--- src/rtl/rr_grant_fsm.sv ---
// rr_grant_fsm: round-robin arbiter sharing one FSM-driven resource
// between REQ_CNT requesters, with a rotating pointer and hold limit.
//
// Ports:
//   clk         rising-edge clock
//   rst         synchronous active-high reset
//   req         per-requester request level
//   done        current owner finished (sampled only while granting)
//   grant       registered one-hot grant
//   grant_valid registered OR of grant
//   grant_idx   owner index, 0 when no grant
//   timeout     one-cycle pulse when MAX_HOLD revokes a grant
//
// Optional macro RR_GRANT_BACK_TO_BACK_EN: on release, hand the grant
// straight to the next waiting requester with no IDLE bubble.

module rr_grant_fsm #(
  parameter int REQ_CNT  = 4,
  parameter int MAX_HOLD = 15,
  parameter int HOLD_W   = 4
) (
  input  logic                       clk,
  input  logic                       rst,
  input  logic [REQ_CNT-1:0]         req,
  input  logic                       done,
  output logic [REQ_CNT-1:0]         grant,
  output logic                       grant_valid,
  output logic [$clog2(REQ_CNT)-1:0] grant_idx,
  output logic                       timeout
);

  localparam int IDX_W = $clog2(REQ_CNT);

  localparam bit HOLD_EN = (MAX_HOLD != 0);

  localparam logic [HOLD_W-1:0] HOLD_LAST =
    HOLD_EN ? HOLD_W'(MAX_HOLD - 1) : '0;

  localparam logic [HOLD_W-1:0] HOLD_SAT = '1;

  localparam logic [IDX_W-1:0] IDX_LAST =
    IDX_W'(REQ_CNT - 1);

  localparam logic [REQ_CNT-1:0] ONE =
    {{(REQ_CNT-1){1'b0}}, 1'b1};

  if (REQ_CNT < 2 || REQ_CNT > 16) begin : g_bad_cnt
    $error("rr_grant_fsm: REQ_CNT out of range 2..16");
  end

  if ((2 ** HOLD_W) <= MAX_HOLD) begin : g_bad_hold
    $error("rr_grant_fsm: HOLD_W too narrow for MAX_HOLD");
  end

  typedef enum logic {
    S_IDLE,
    S_GRANT
  } state_t;

  state_t               r_state;
  state_t               w_state_n;
  logic [REQ_CNT-1:0]   r_grant;
  logic [REQ_CNT-1:0]   w_grant_n;
  logic                 r_valid;
  logic [IDX_W-1:0]     r_idx;
  logic [IDX_W-1:0]     w_idx_n;
  logic [IDX_W-1:0]     r_ptr;
  logic [IDX_W-1:0]     w_ptr_n;
  logic [HOLD_W-1:0]    r_hold;
  logic [HOLD_W-1:0]    w_hold_n;
  logic                 r_tmo;
  logic                 w_tmo_n;

  logic                 w_pick_ok;
  logic [IDX_W-1:0]     w_pick_idx;
  logic                 w_rel_done;
  logic                 w_rel_drop;
  logic                 w_rel_max;
  logic                 w_rel;
  logic [IDX_W-1:0]     w_ptr_inc;

`ifdef RR_GRANT_BACK_TO_BACK_EN
  logic                 w_b2b_ok;
  logic [IDX_W-1:0]     w_b2b_idx;
`endif

  // Scan from p upward, wrapping; returns {found, index}.
  function automatic logic [IDX_W:0] f_pick(
    input logic [REQ_CNT-1:0] r,
    input logic [IDX_W-1:0]   p
  );
    logic             found;
    logic [IDX_W-1:0] sel;
    int               k;
    found = 1'b0;
    sel   = '0;
    for (int i = 0; i < REQ_CNT; i++) begin
      k = int'(p) + i;
      if (k >= REQ_CNT) k = k - REQ_CNT;
      if (!found && r[k]) begin
        found = 1'b1;
        sel   = IDX_W'(k);
      end
    end
    return {found, sel};
  endfunction

  function automatic logic [IDX_W-1:0] f_inc(
    input logic [IDX_W-1:0] i
  );
    return (i == IDX_LAST) ? '0 : i + 1'b1;
  endfunction

  always_comb begin
    {w_pick_ok, w_pick_idx} = f_pick(req, r_ptr);
    w_ptr_inc  = f_inc(r_idx);
    w_rel_done = done;
    w_rel_drop = ~req[r_idx];
    w_rel_max  = HOLD_EN && (r_hold == HOLD_LAST);
    w_rel      = w_rel_done | w_rel_drop | w_rel_max;
  end

`ifdef RR_GRANT_BACK_TO_BACK_EN
  // Releasing owner is masked out so it cannot re-win immediately.
  always_comb begin
    {w_b2b_ok, w_b2b_idx} = f_pick(req & ~r_grant, w_ptr_inc);
  end
`endif

  always_comb begin
    w_state_n = r_state;
    w_grant_n = r_grant;
    w_idx_n   = r_idx;
    w_ptr_n   = r_ptr;
    w_hold_n  = r_hold;
    w_tmo_n   = 1'b0;
    unique case (r_state)
      S_IDLE: begin
        if (w_pick_ok) begin
          w_state_n = S_GRANT;
          w_grant_n = ONE << w_pick_idx;
          w_idx_n   = w_pick_idx;
          w_hold_n  = '0;
        end
      end
      S_GRANT: begin
        if (w_rel) begin
          w_state_n = S_IDLE;
          w_grant_n = '0;
          w_idx_n   = '0;
          w_ptr_n   = w_ptr_inc;
          w_hold_n  = '0;
          // Pulse only when the hold limit alone ended the grant.
          w_tmo_n   = w_rel_max & ~w_rel_done & ~w_rel_drop;
`ifdef RR_GRANT_BACK_TO_BACK_EN
          if (w_b2b_ok) begin
            w_state_n = S_GRANT;
            w_grant_n = ONE << w_b2b_idx;
            w_idx_n   = w_b2b_idx;
          end
`endif
        end else if (r_hold != HOLD_SAT) begin
          w_hold_n = r_hold + 1'b1;
        end
      end
      default: begin
        w_state_n = S_IDLE;
        w_grant_n = '0;
        w_idx_n   = '0;
      end
    endcase
  end

  always_ff @(posedge clk) begin
    if (rst) begin
      r_state <= S_IDLE;
      r_grant <= '0;
      r_valid <= 1'b0;
      r_idx   <= '0;
      r_ptr   <= '0;
      r_hold  <= '0;
      r_tmo   <= 1'b0;
    end else begin
      r_state <= w_state_n;
      r_grant <= w_grant_n;
      r_valid <= |w_grant_n;
      r_idx   <= w_idx_n;
      r_ptr   <= w_ptr_n;
      r_hold  <= w_hold_n;
      r_tmo   <= w_tmo_n;
    end
  end

  assign grant       = r_grant;
  assign grant_valid = r_valid;
  assign grant_idx   = r_idx;
  assign timeout     = r_tmo;

  ap_onehot: assert property (
    @(posedge clk) $onehot0(r_grant)
  );

endmodule

--- config.mk ---
export PLATFORM = sky130hd
export DESIGN_NAME = rr_grant_fsm
export DESIGN_NICKNAME = d
export VERILOG_FILES = /design/src/rtl/rr_grant_fsm.sv
export SDC_FILE = /design/constraint.sdc
export NUM_CORES = 1
export LEC_CHECK = 0
export BUFFER_PORTS_ARGS = -buffer_cell sky130_fd_sc_hd__buf_2
export CORE_MARGIN = 5
export CORE_UTILIZATION = 47
export CTS_CLUSTER_DIAMETER = 150
export DETAILED_ROUTE_END_ITERATION = 10
export PLACE_DENSITY = 0.72
export SETUP_SLACK_MARGIN = 0.15
export SYNTH_ARGS = -nofsm -noshare
export SYNTH_HDL_FRONTEND = slang
export SYNTH_SLANG_ARGS = --single-unit
--- constraint.sdc ---
create_clock -name clk -period 1.6 [get_ports clk]
set_input_delay 0.16 -clock clk [delete_from_list [all_inputs] [get_ports clk]]
set_output_delay 0.16 -clock clk [all_outputs]
set_load 0.03 [all_outputs]
* After elaboration in Yosys (flattened, before gate mapping)
Cells that the tools add are included.
** Cells by class
- Magnitude comparators :: 9
- Equal/unequal tests :: 6
- Bitwise logic cells :: 8
- Reductions and logical operators :: 11
- Add/subtract/negate cells :: 9
- Shifts and indexed selects :: 1
- Mux-type cells :: 40
- Multipliers :: 0
- Divide/modulo/power cells :: 0
** Operator list (number)
- 32-bit by 4-bit < comparator with 1-bit output (second input constant) :: 4
- 32-bit two-way mux :: 4
- 4-bit two-way mux :: 5
- 4-bit case mux with 2 select lines :: 2
- 1-bit two-way mux :: 15
- 2-bit two-way mux :: 7
- 3-bit by 3-bit subtractor with 4-bit output (second input constant) :: 3
- 1-bit binary-select mux with 2-bit select :: 5
- 3-bit >= comparator (second input constant) :: 3
- 2-bit by 2-bit adder with 3-bit output (second input constant) :: 2
- 2-bit AND reduction :: 3
- 4-bit by 1-bit adder with 4-bit output (second input constant) :: 1
- 4-bit equality test (second input constant) :: 1
- 4-bit inequality test (second input constant) :: 1
- 1-bit inverter :: 4
- 2-bit case mux with 2 select lines :: 1
- 4-bit OR reduction :: 1
- 1-bit by 2-bit left shift with 4-bit output (first input constant) :: 1
- 2-bit by 3-bit subtractor with 4-bit output (second input constant) :: 1
- 2-bit by 1-bit adder with 3-bit output (second input constant) :: 1
- 2-bit by 3-bit >= comparator with 1-bit output (second input constant) :: 1
- 1-bit logical AND :: 3
- 1-bit zero test :: 3
- 2-bit by 3-bit < comparator with 1-bit output (second input constant) :: 1
- 9 further kinds :: 11
** Word-level totals
- Output and inout bits :: 8
- Bits in latches :: 0
- Logic and storage cells :: 91
- ROM bits :: 0
- Bits in writable memories :: 0
- Memories kept :: 0
- Input bits :: 7
- Register bits after elaboration :: 15

* Depth between registers and ports, before layout
Gate-level depths: netlist of run 1.
- Depth in word-level cells :: 19
- Depth in mapped cells :: 6

* Worst setup path after synthesis of run 1
Ideal clock, no wire load.
- Path type :: reg-to-reg
- From :: register r_idx[0] (netlist: grant_idx[0])
- To :: register r_ptr[0]
- Stages on the path, launching flop included :: 5
- Path slack :: -0.202 ns
- Clock period less this slack :: 1.802 ns
- Required time :: 1.479 ns
- Arrival :: 1.682 ns
- Path through :: dfxtp_1 -> mux2i_1 -> o22ai_1 -> a21oi_1 -> mux2_2
** On the way
- Cells in the longest elaborated chain, start to end :: 6
** RTL lines
- from (decl) :: RTL line 65 : logic [IDX_W-1:0] r_idx;
- from (signal assigned) :: RTL line 187 : r_idx <= w_idx_n;
- 1-bit binary-select mux with 2-bit select :: RTL line 118 : w_rel_drop = ~req[r_idx];
- 1-bit two-way mux (implied by the code) :: RTL line 118
- 1-bit inverter :: RTL line 118
- 1-bit bitwise OR (2 in series) :: RTL line 120 : w_rel = w_rel_done | w_rel_drop | w_rel_max;
- 2-bit AND reduction (no source line)
- to (signal assigned) :: RTL line 188 : r_ptr <= w_ptr_n;
- to (decl) :: RTL line 67 : logic [IDX_W-1:0] r_ptr;
Parallel ways exist; a longest one is shown, timed or not. The select of a mux whose other input is x is not followed.
A chain may end at the register's enable or synchronous reset.

* Worst setup path after layout of run 1
- From :: register r_idx[1] (netlist: grant_idx[1])
- To :: register r_hold[1]
** On the way
- Cells in the longest elaborated chain, start to end :: 7
** RTL lines
- 1-bit binary-select mux with 2-bit select (*) :: RTL line 118
- 1-bit two-way mux (implied by the code) (*) :: RTL line 118
- 1-bit inverter (*) :: RTL line 118
- 1-bit bitwise OR (*) (2 in series) :: RTL line 120
- 4-bit two-way mux / 3-bit by 1-bit inequality test with 1-bit output (equally long branches)
- 4-bit case mux with 2 select lines / 2-bit AND reduction (equally long branches)
- to (signal assigned) :: RTL line 189 : r_hold <= w_hold_n;
- to (decl) :: RTL line 69 : logic [HOLD_W-1:0] r_hold;
Every way passes the cells marked *; elsewhere a longest branch is shown, timed or not. The select of a mux whose other input is x is not followed.

==> results.cfg, run 1 <==
[run_status]
status = finished, violations left
violations = negative setup slack

[run]
max_cap_violations = 0

[critical_path]
arrival_ps = 1820
cp_slowest_cell = or4b_1
path_cells = or2_1 > o32a_1 > or4b_1 > mux2i_1
crit_type = reg2reg
cp.required_ps = 1810
critPathMaxStageDelay_ps = 480
end_kind = flip-flop
crit_path_start_kind = flip-flop
reg2reg_setup_slack_ps = -9
worstPathMaxFanout = 3

[power]
finalPower_uw = 902
ir_drop_uv = 443
p_leak_nw = 0.488
power_density_mw_per_mm2 = 743

[clock_tree]
cts_tree = yes
postCtsHoldBufs = 0
root_buffer = clkbuf_4
clockBufferDepth = 2
cts_buffers = 3
clkSlewWorstSetupHoldPaths_ps = 100
clk_latency_ps = 280
cts.htree.levels = 1
cts.sinks = 15

[cells_and_area]
final_area_mm2 = 0.00121
area_growth_pct = 51.3
drive_gt1_share_pct = 48.1
stdcell_count = 146
num_antenna_cells = 0
final_nets = 140
final_cell_mix = buf_2 (14), buf_4 (14), dfxtp_1 (10), inv_1 (7), nand2_1 (6)

[floorplan]
fp.dieW_um = 51.3
num_rows = 15
fp.dieArea_mm2 = 0.00263
ios = 15
start_util_pct = 48.0
core_mm2 = 0.00167
die_y_um = 51.3

[yosys]
synth_ff_type = dfxtp_1
syn_area_um2 = 802
yosysSeqAreaShare_pct = 37.4
ys_warn_count = 0
ys_seq_elements = 15
ys_types = 32
ys_async_sr_fraction_pct = 0
synth.avg_cell_area_um2 = 8.53
synth_edf_count = 0
synthCells = 94
synthesis.nets = 104

[timing]
setup_viol = 1
worst_slack_ps = -9.04
drv_slew = 0
fin_worst_skew_ps = 0.382
whs_ps = 228
period_minus_slack_ps = 1610
setup_tns_ps = -9.04
post-route-period-util_pct = 101
hold_viol = 0
grt_setup_unrepaired = true
max_freq_mhz = 621
worst_slew_pin_slew_ps = 457
slew_headroom_pct = 69.3

[global_route]
grt-ovfl-total = 0
grt_pass1_vias = 864
antenna_found_initial = 0
grt_pass1_wl_um = 4070
grt_util_all_layers_pct = 20.5
grt_max_degree = 11

[drt]
drtIter0Drc = 13
drc = 0
drtPass1Iterations = 4
wl_um = 2350
wl_per_cell_um = 16.1
ant_nets = 0
via_per_inst = 5.79
route.vias.total = 845

[placed_design]
place.gp.congestion = 0.790
io_buffers = 14
postPlaceCellArea_um2 = 985
hpwl_um = 1610
placed_cells = 135

[hold_path]
hp-class = in2reg
## timing repair
item	4_1_cts	5_1_grt
buffers inserted	4	3
pin swaps	11	5
resized for setup	22	10
endpoints found under the setup margin	13	14
## synthesized netlist by cell type, types with 2 or more instances
master	instances	area share (%)
a21oi_1	6	3.7
clkbuf_1	2	0.94
dfxtp_1	15	37
ha_1	3	4.7
inv_1	8	3.7
mux2i_1	5	6.2
nand2_1	6	2.8
nand2b_1	2	1.6
nand3_1	6	3.7
nor2_1	5	2.3
nor3_1	5	3.1
nor4_1	2	1.6
o22ai_1	7	5.5
o31ai_1	3	2.8
or4_1	2	1.9
## final timing paths
| kind | cells past startpoint | to | start |
|---|---|---|---|
| worst min register to register | 2 | grant[3] | grant[3] |
| worst max register to register | 4 | r_hold[1] | grant_idx[1] |
| worst min-delay path | 2 | timeout | rst |
| worst max-delay path | 4 | r_hold[1] | grant_idx[1] |
## report_power, final
part,switching [mW],internal [mW]
Combinational,0.147,0.116
Clock,0.128,0.0926
Sequential,0.0223,0.396
Total,0.298,0.604
## cell families (layout without fill, tap and decap cells)
logic type                 after synthesis  after routing  synth area share, %
AOI/OAI and AO/OA                       24             24                 20.8
adders and majority gates                3              3                 4.68
buffers and inverters                   11             46                 5.15
DFF                                     15             15                 37.4
muxes                                    6              6                 7.64
and+or+nand+nor                         35             35                 24.3
## flip-flops by register name (all words and copies together), names as in the netlist
name / flops
grant: 4
grant_idx: 2
grant_valid: 1
r_hold: 4
r_ptr: 2
r_state: 1
timeout: 1
## cell type report
class / instances / area [µm²]
Multi-Input combinational cell: 68 / 586
Inverter: 9 / 33.8
Sequential cell: 15 / 314
Clock inverter: 1 / 5.00
Clock buffer: 3 / 22.5
Fill cell: 133 / 457
Tap cell: 17 / 21.3
Timing Repair Buffer: 33 / 231
## routing by layer
| layer | track usage (%) | up-vias | wire length (µm) |
|---|---|---|---|
| li1 | - | 423 | - |
| met1 | 23.7 | 407 | 973 |
| met2 | 38.6 | 13 | 1310 |
| met3 | 3.79 | 2 | 54 |
| met4 | 4.37 | 0 | 15 |
| met5 | 0 | - | 0 |
## critical path, delay by kind of cell, from the launching register on
family	cells	cell delay, ps
AOI/OAI and AO/OA	1	360
DFF	1	350
muxes	1	140
and+or+nand+nor	2	690
## through the flow
stage	worst slack, ps	util (%)
floorplan	11.7	-
finish	-9.04	72.7
global route	-107	72.7
global placement	41.9	59.0
detailed placement	-18.3	59.0
CTS	-31.0	67.9
Power figures use the tool's default switching activity.
==> inputs of run 2 (changes only) <==
--- a/config.mk
+++ b/config.mk
@@ -5,12 +5,13 @@
 export SDC_FILE = /design/constraint.sdc
 export NUM_CORES = 1
 export LEC_CHECK = 0
+export ABC_AREA = 1
 export BUFFER_PORTS_ARGS = -buffer_cell sky130_fd_sc_hd__buf_2
 export CORE_MARGIN = 5
-export CORE_UTILIZATION = 47
+export CORE_UTILIZATION = 50
 export CTS_CLUSTER_DIAMETER = 150
 export DETAILED_ROUTE_END_ITERATION = 10
-export PLACE_DENSITY = 0.72
+export PLACE_DENSITY = 0.74
 export SETUP_SLACK_MARGIN = 0.15
 export SYNTH_ARGS = -nofsm -noshare
 export SYNTH_HDL_FRONTEND = slang
==> results.cfg, run 2 <==
[yosys]
yosys.area_share.simple_pct = 44.7
ys_seq_elements = 15
ys_types = 28
synth.avg_cell_area_um2 = 6.54
synth_top_area_share_pct = 29.6
synth_top_family_by_area = simple AND/OR/NAND/NOR gates
yosysSeqAreaShare_pct = 29.6
synth_compound_area_share_pct = 12.2
synth_ff_type = dfxtp_1
synthesis.nets = 165
synthTopCellsByArea = dfxtp_1 (30%), nand2_1 (16%), nand3_1 (7.9%)
ys_async_sr_fraction_pct = 0
synth_adder_area_share_pct = 3.70
ys_warn_count = 0
yosys.area.top_type = dfxtp_1
synthCells = 155
syn_area_mm2 = 0.00101
synth_edf_count = 0
yosysMostFrequentCell = nand2_1
synth_common_cells = nand2_1 (42), inv_1 (16), nand3_1 (16), dfxtp_1 (15), nor2_1 (12)
yosys.area_share.xor_xnor_pct = 0.864
synth_mux_area_share_pct = 0

[cells_and_area]
num_antenna_cells = 0
final_nets = 194
final_common_cell = nand2_1
fin_util_pct = 74.4
final_cell_mix = nand2_1 (27), nand2_2 (15), buf_2 (14), inv_1 (12)
area_growth_pct = 42.6
final_area_mm2 = 0.00145
stdcell_count = 210
drive_gt1_share_pct = 50.8

[floorplan]
fp.dieArea_mm2 = 0.00303
die_y_um = 55.0
ios = 15
num_rows = 16
fp.dieW_um = 55.0
start_util_pct = 52.2
core_mm2 = 0.00194

[critical_path]
cp.required_ps = 1780
rr_worst_depth = 12
cp-startpoint = r_ptr[0]
arrival_ps = 1810
crit_path_start_kind = flip-flop
reg2reg_setup_slack_ps = -30
r2r-end = grant_valid
worstPathMaxFanout = 5
end_kind = flip-flop
r2r_start = r_ptr[0]
crit_type = reg2reg

[global_route]
grt_util_all_layers_pct = 19.4
antenna_found_initial = 0
grt_pass1_vias = 1008
grt_pass1_wl_um = 4220
grt_max_degree = 13
grt-ovfl-total = 0

[timing]
setup_viol = 1
post-route-period-util_pct = 102
whs_ps = 153
worst_slack_ps = -25.6
period_minus_slack_ps = 1630
max_freq_mhz = 615
grt_setup_unrepaired = true
slew_headroom_pct = 76.9
drv_slew = 0
setup_tns_ps = -25.6
hold_viol = 0
fin_worst_skew_ps = 3.21
worst_slew_pin_slew_ps = 346

[power]
p_leak_nw = 0.721
switchingPower_mw = 1.43
sw_frac_of_total_pct = 52.1
power_density_mw_per_mm2 = 1910
seqPwrFrac_pct = 22.5
combPwrFrac_pct = 69.6
pwr-share-clk_pct = 8.0
ir_drop_uv = 1160
power.internal_mw = 1.32

[drt]
ant_nets = 0
wl_per_cell_um = 12.9
via_per_inst = 5.20
drtIter0Drc = 26
drc = 0
route.vias.total = 1093
wl_um = 2710
drtPass1Iterations = 4

[clock_tree]
cts.htree.levels = 1
cts.sinks = 15
cts_buffers = 3
clockBufferDepth = 2
clkSlewWorstSetupHoldPaths_ps = 90
clk_latency_ps = 290
cts_tree = yes
root_buffer = clkbuf_4

[hold_path]
worstHoldEndpoint = timeout
hold_depth = 4
hp-class = in2reg
hp-start = done

[run_status]
violations = negative setup slack
status = finished, violations left

[placed_design]
place.gp.congestion = 0.813
placed_cells = 198
io_buffers = 14
postPlaceCellArea_mm2 = 0.00114
hpwl_um = 1810

[run]
max_cap_violations = 0
-- run 2: worst max-delay path, cell delays in order, from the launching register on --
cell and delay, ps:
dfxtp_4 390, buf_6 120, nand2_1 60, nand2_2 100, nand2_1 90, nand2_2 90
nand4_1 180, nand2_2 140, nor2_4 60, nand2_1 80, nand2_1 70, nor2_2 90
a21oi_2 50
-- run 2: cells by family after synthesis --
kind of cell / count (synthesis)
and+or+nand+nor: 94
xor gates and xnor gates: 1
DFF: 15
adders and majority gates: 3
buffers and inverters: 22
AOI/OAI and AO/OA: 20
-- run 2: cell type report --
class | instances | area [µm²]
Fill cell | 155 | 497
Timing Repair Buffer | 26 | 175
Tap cell | 27 | 33.8
Multi-Input combinational cell | 118 | 811
Clock buffer | 4 | 26.3
Sequential cell | 15 | 317
Inverter | 20 | 82.6
-- run 2: power groups by stage --
| stage | registers, mW | logic (mW) | clock network, mW |
|---|---|---|---|
| 6_report | 0.618 | 1.92 | 0.219 |
| 5_1_grt | 0.634 | 2.06 | 0.241 |
| 4_1_cts | 0.594 | 1.58 | 0.222 |
| 3_5_place_dp | 0.586 | 1.33 | 0 |
| 3_3_place_gp | 0.585 | 1.30 | 0 |
| 2_1_floorplan | 0.730 | 0.905 | 0 |
-- run 2: what timing repair did --
action,CTS,global route
pin swaps,17,15
cloned,0,0
hold buffers,0,0
endpoints found under the setup margin,7,14
setup buffers,4,4
gates resized for setup,28,34
-- run 2: routing by layer --
layer | up-vias | GRT usage, % | routed length (µm) | share of wire (%)
met2 | 17 | 36.8 | 1430 | 53
li1 | 563 | - | - | -
met3 | 9 | 1.88 | 52 | 1.9
met4 | 0 | 8.10 | 68 | 2.5
met5 | - | 0 | 0 | 0
met1 | 504 | 21.6 | 1160 | 43
-- run 2: how the worst max path moves through the flow --
stage,end,slack (ps),depth (start not counted)
2_1_floorplan,r_hold[0],170,10
3_3_place_gp,grant_valid,90,13
3_5_place_dp,grant_valid,30,12
4_1_cts,grant_valid,50,14
5_1_grt,grant_valid,-110,12
6_report,grant_valid,-30,12
-- run 2: through the flow --
step | power [mW] | setup slack, ps
floorplan | 1.63 | 169
global placement | 1.88 | 85.3
detailed placement | 1.92 | 25.6
CTS | 2.40 | 47.1
global route | 2.94 | -107
finish | 2.75 | -25.6
==> inputs of run 3 (changes only) <==
--- a/config.mk
+++ b/config.mk
@@ -8,10 +8,10 @@
 export ABC_AREA = 1
 export BUFFER_PORTS_ARGS = -buffer_cell sky130_fd_sc_hd__buf_2
 export CORE_MARGIN = 5
-export CORE_UTILIZATION = 50
+export CORE_UTILIZATION = 55
 export CTS_CLUSTER_DIAMETER = 150
 export DETAILED_ROUTE_END_ITERATION = 10
-export PLACE_DENSITY = 0.74
+export PLACE_DENSITY = 0.77
 export SETUP_SLACK_MARGIN = 0.15
 export SYNTH_ARGS = -nofsm -noshare
 export SYNTH_HDL_FRONTEND = slang
==> constraint.sdc (replaced) <==
create_clock -name clk -period 1.76 [get_ports clk]
set_input_delay 0.176 -clock clk [delete_from_list [all_inputs] [get_ports clk]]
set_output_delay 0.176 -clock clk [all_outputs]
set_load 0.03 [all_outputs]
==> results.cfg, run 3 (synthesized netlist as in run 2, its figures left out) <==
[power]
ir_drop_uv = 1080
power_density_mw_per_mm2 = 1770
p_leak_nw = 0.709
finalPower_mw = 2.57

[global_route]
grt-ovfl-total = 0
antenna_found_initial = 0
grt_pass1_wl_um = 3960
grt_max_degree = 13
grt_util_all_layers_pct = 19.4
grt_pass1_vias = 982

[critical_path]
cp.depth = 13
cp_slowest_cell = dfxtp_4
r2r_start = r_ptr[0]
reg2reg_setup_slack_ps = 60
path_cells = inv_6 > nand2_1 > nand2_4 > nand2_4 > nand2_4 > nor2_4 > nand3_2 > nand2_4 > nor2_4 > nand2_2 > nand2_2 > nor2_2 > a21oi_2
rr_worst_depth = 13
crit_path_start_kind = flip-flop
end_kind = flip-flop
cp_common_cell = nand2_4
worstSetupEndpoint = grant_valid
worstPathMaxFanout = 9
critPathTopFamily = simple AND/OR/NAND/NOR gates
cp.required_ps = 1940
critPathMaxStageDelay_ps = 410
arrival_ps = 1880
cp-startpoint = r_ptr[0]
r2r-end = grant_valid
cp_num_buf_inv = 1
crit_type = reg2reg

[drt]
ant_nets = 0
drtIter0Drc = 45
wl_um = 3210
drc = 0
route.vias.total = 1175
wl_per_cell_um = 15.3
drtPass1Iterations = 5
via_per_inst = 5.60

[cells_and_area]
final_cell_mix = nand2_2 (23), nand2_1 (21), buf_2 (14), inv_1 (11)
num_antenna_cells = 0
area_growth_pct = 42.7
stdcell_count = 210
ff_latch_area_um2 = 314
final_common_cell = nand2_2
final_area_mm2 = 0.00145
multi_input_area_um2 = 811
drive_gt1_share_pct = 53.0
final_nets = 196
nFillCells = 98

[timing]
setup_viol = 0
post-route-period-util_pct = 96.4
max_freq_mhz = 589
period_minus_slack_ps = 1700
setup_tns_ps = 0
worst_slew_pin_slew_ps = 397
slew_headroom_pct = 73.5
fin_worst_skew_ps = 3.38
hold_viol = 0
worst_slack_ps = 62.9
drv_slew = 0
grt_setup_unrepaired = true

[hold_path]
hp-class = in2reg

[floorplan]
num_rows = 15
ios = 15
fp.dieW_um = 52.9
die_y_um = 52.9
fp.dieArea_mm2 = 0.00280
core_mm2 = 0.00175
start_util_pct = 58.1

[placed_design]
place.gp.congestion = 0.916
hpwl_um = 1800
io_buffers = 14
placed_cells = 194
place_ws_ps = 66.9
postPlaceCellArea_mm2 = 0.00112

[clock_tree]
postCtsHoldBufs = 0
cts_buffers = 3
root_buffer = clkbuf_4
cts.sinks = 15
cts_tree = yes
clk_latency_ps = 290
cts.htree.levels = 1
clockBufferDepth = 2
clkSlewWorstSetupHoldPaths_ps = 90

[run_status]
status = finished clean

[run]
max_cap_violations = 0
==> run 3: report_power, final <==
| group | leakage (nW) | internal, mW | total, mW | switching, mW |
|---|---|---|---|---|
| logic | 0.568 | 0.644 | 1.80 | 1.15 |
| registers | 0.126 | 0.460 | 0.567 | 0.107 |
| clock network | 0.0150 | 0.0883 | 0.202 | 0.114 |
==> run 3: final cells by class <==
| cell class | count | share of cell area (%) |
|---|---|---|
| sequential | 15 | 21.7 |
| inverter | 20 | 5.88 |
| multi-input combinational | 119 | 56.1 |
| clock buffer | 4 | 1.82 |
| tap | 25 | 2.16 |
| timing repair buffer | 27 | 12.4 |
==> run 3: timing repair <==
item	4_1_cts	5_1_grt
buffers inserted	1	10
setup endpoints to repair	2	11
cloned	1	0
gates resized for setup	8	59
pin swaps	3	25
==> run 3: worst min path at each step <==
stage | startpoint | endpoint | slack [ps] | depth (start not counted)
2_1_floorplan | done | timeout | 350 | 3
3_3_place_gp | done | timeout | 450 | 4
3_5_place_dp | done | timeout | 450 | 4
4_1_cts | done | timeout | 150 | 4
5_1_grt | rst | grant_valid | 210 | 2
6_report | rst | grant_valid | 200 | 2
==> run 3: stage by stage <==
stage / hold slack [ps] / util, %
finish: 199 / 82.9
global route: 212 / 82.9
CTS: 147 / 67.5
detailed placement: 455 / 64.0
global placement: 446 / 64.0
floorplan: 348 / -
==> run 3: metal layers <==
layer  global-route usage, %  wire length [µm]  vias up
met2                    31.8              1580       59
li1                        -                 -      561
met5                       0                 0        -
met1                    23.7              1320      542
met4                    8.09               117        0
met3                    5.07               191       13
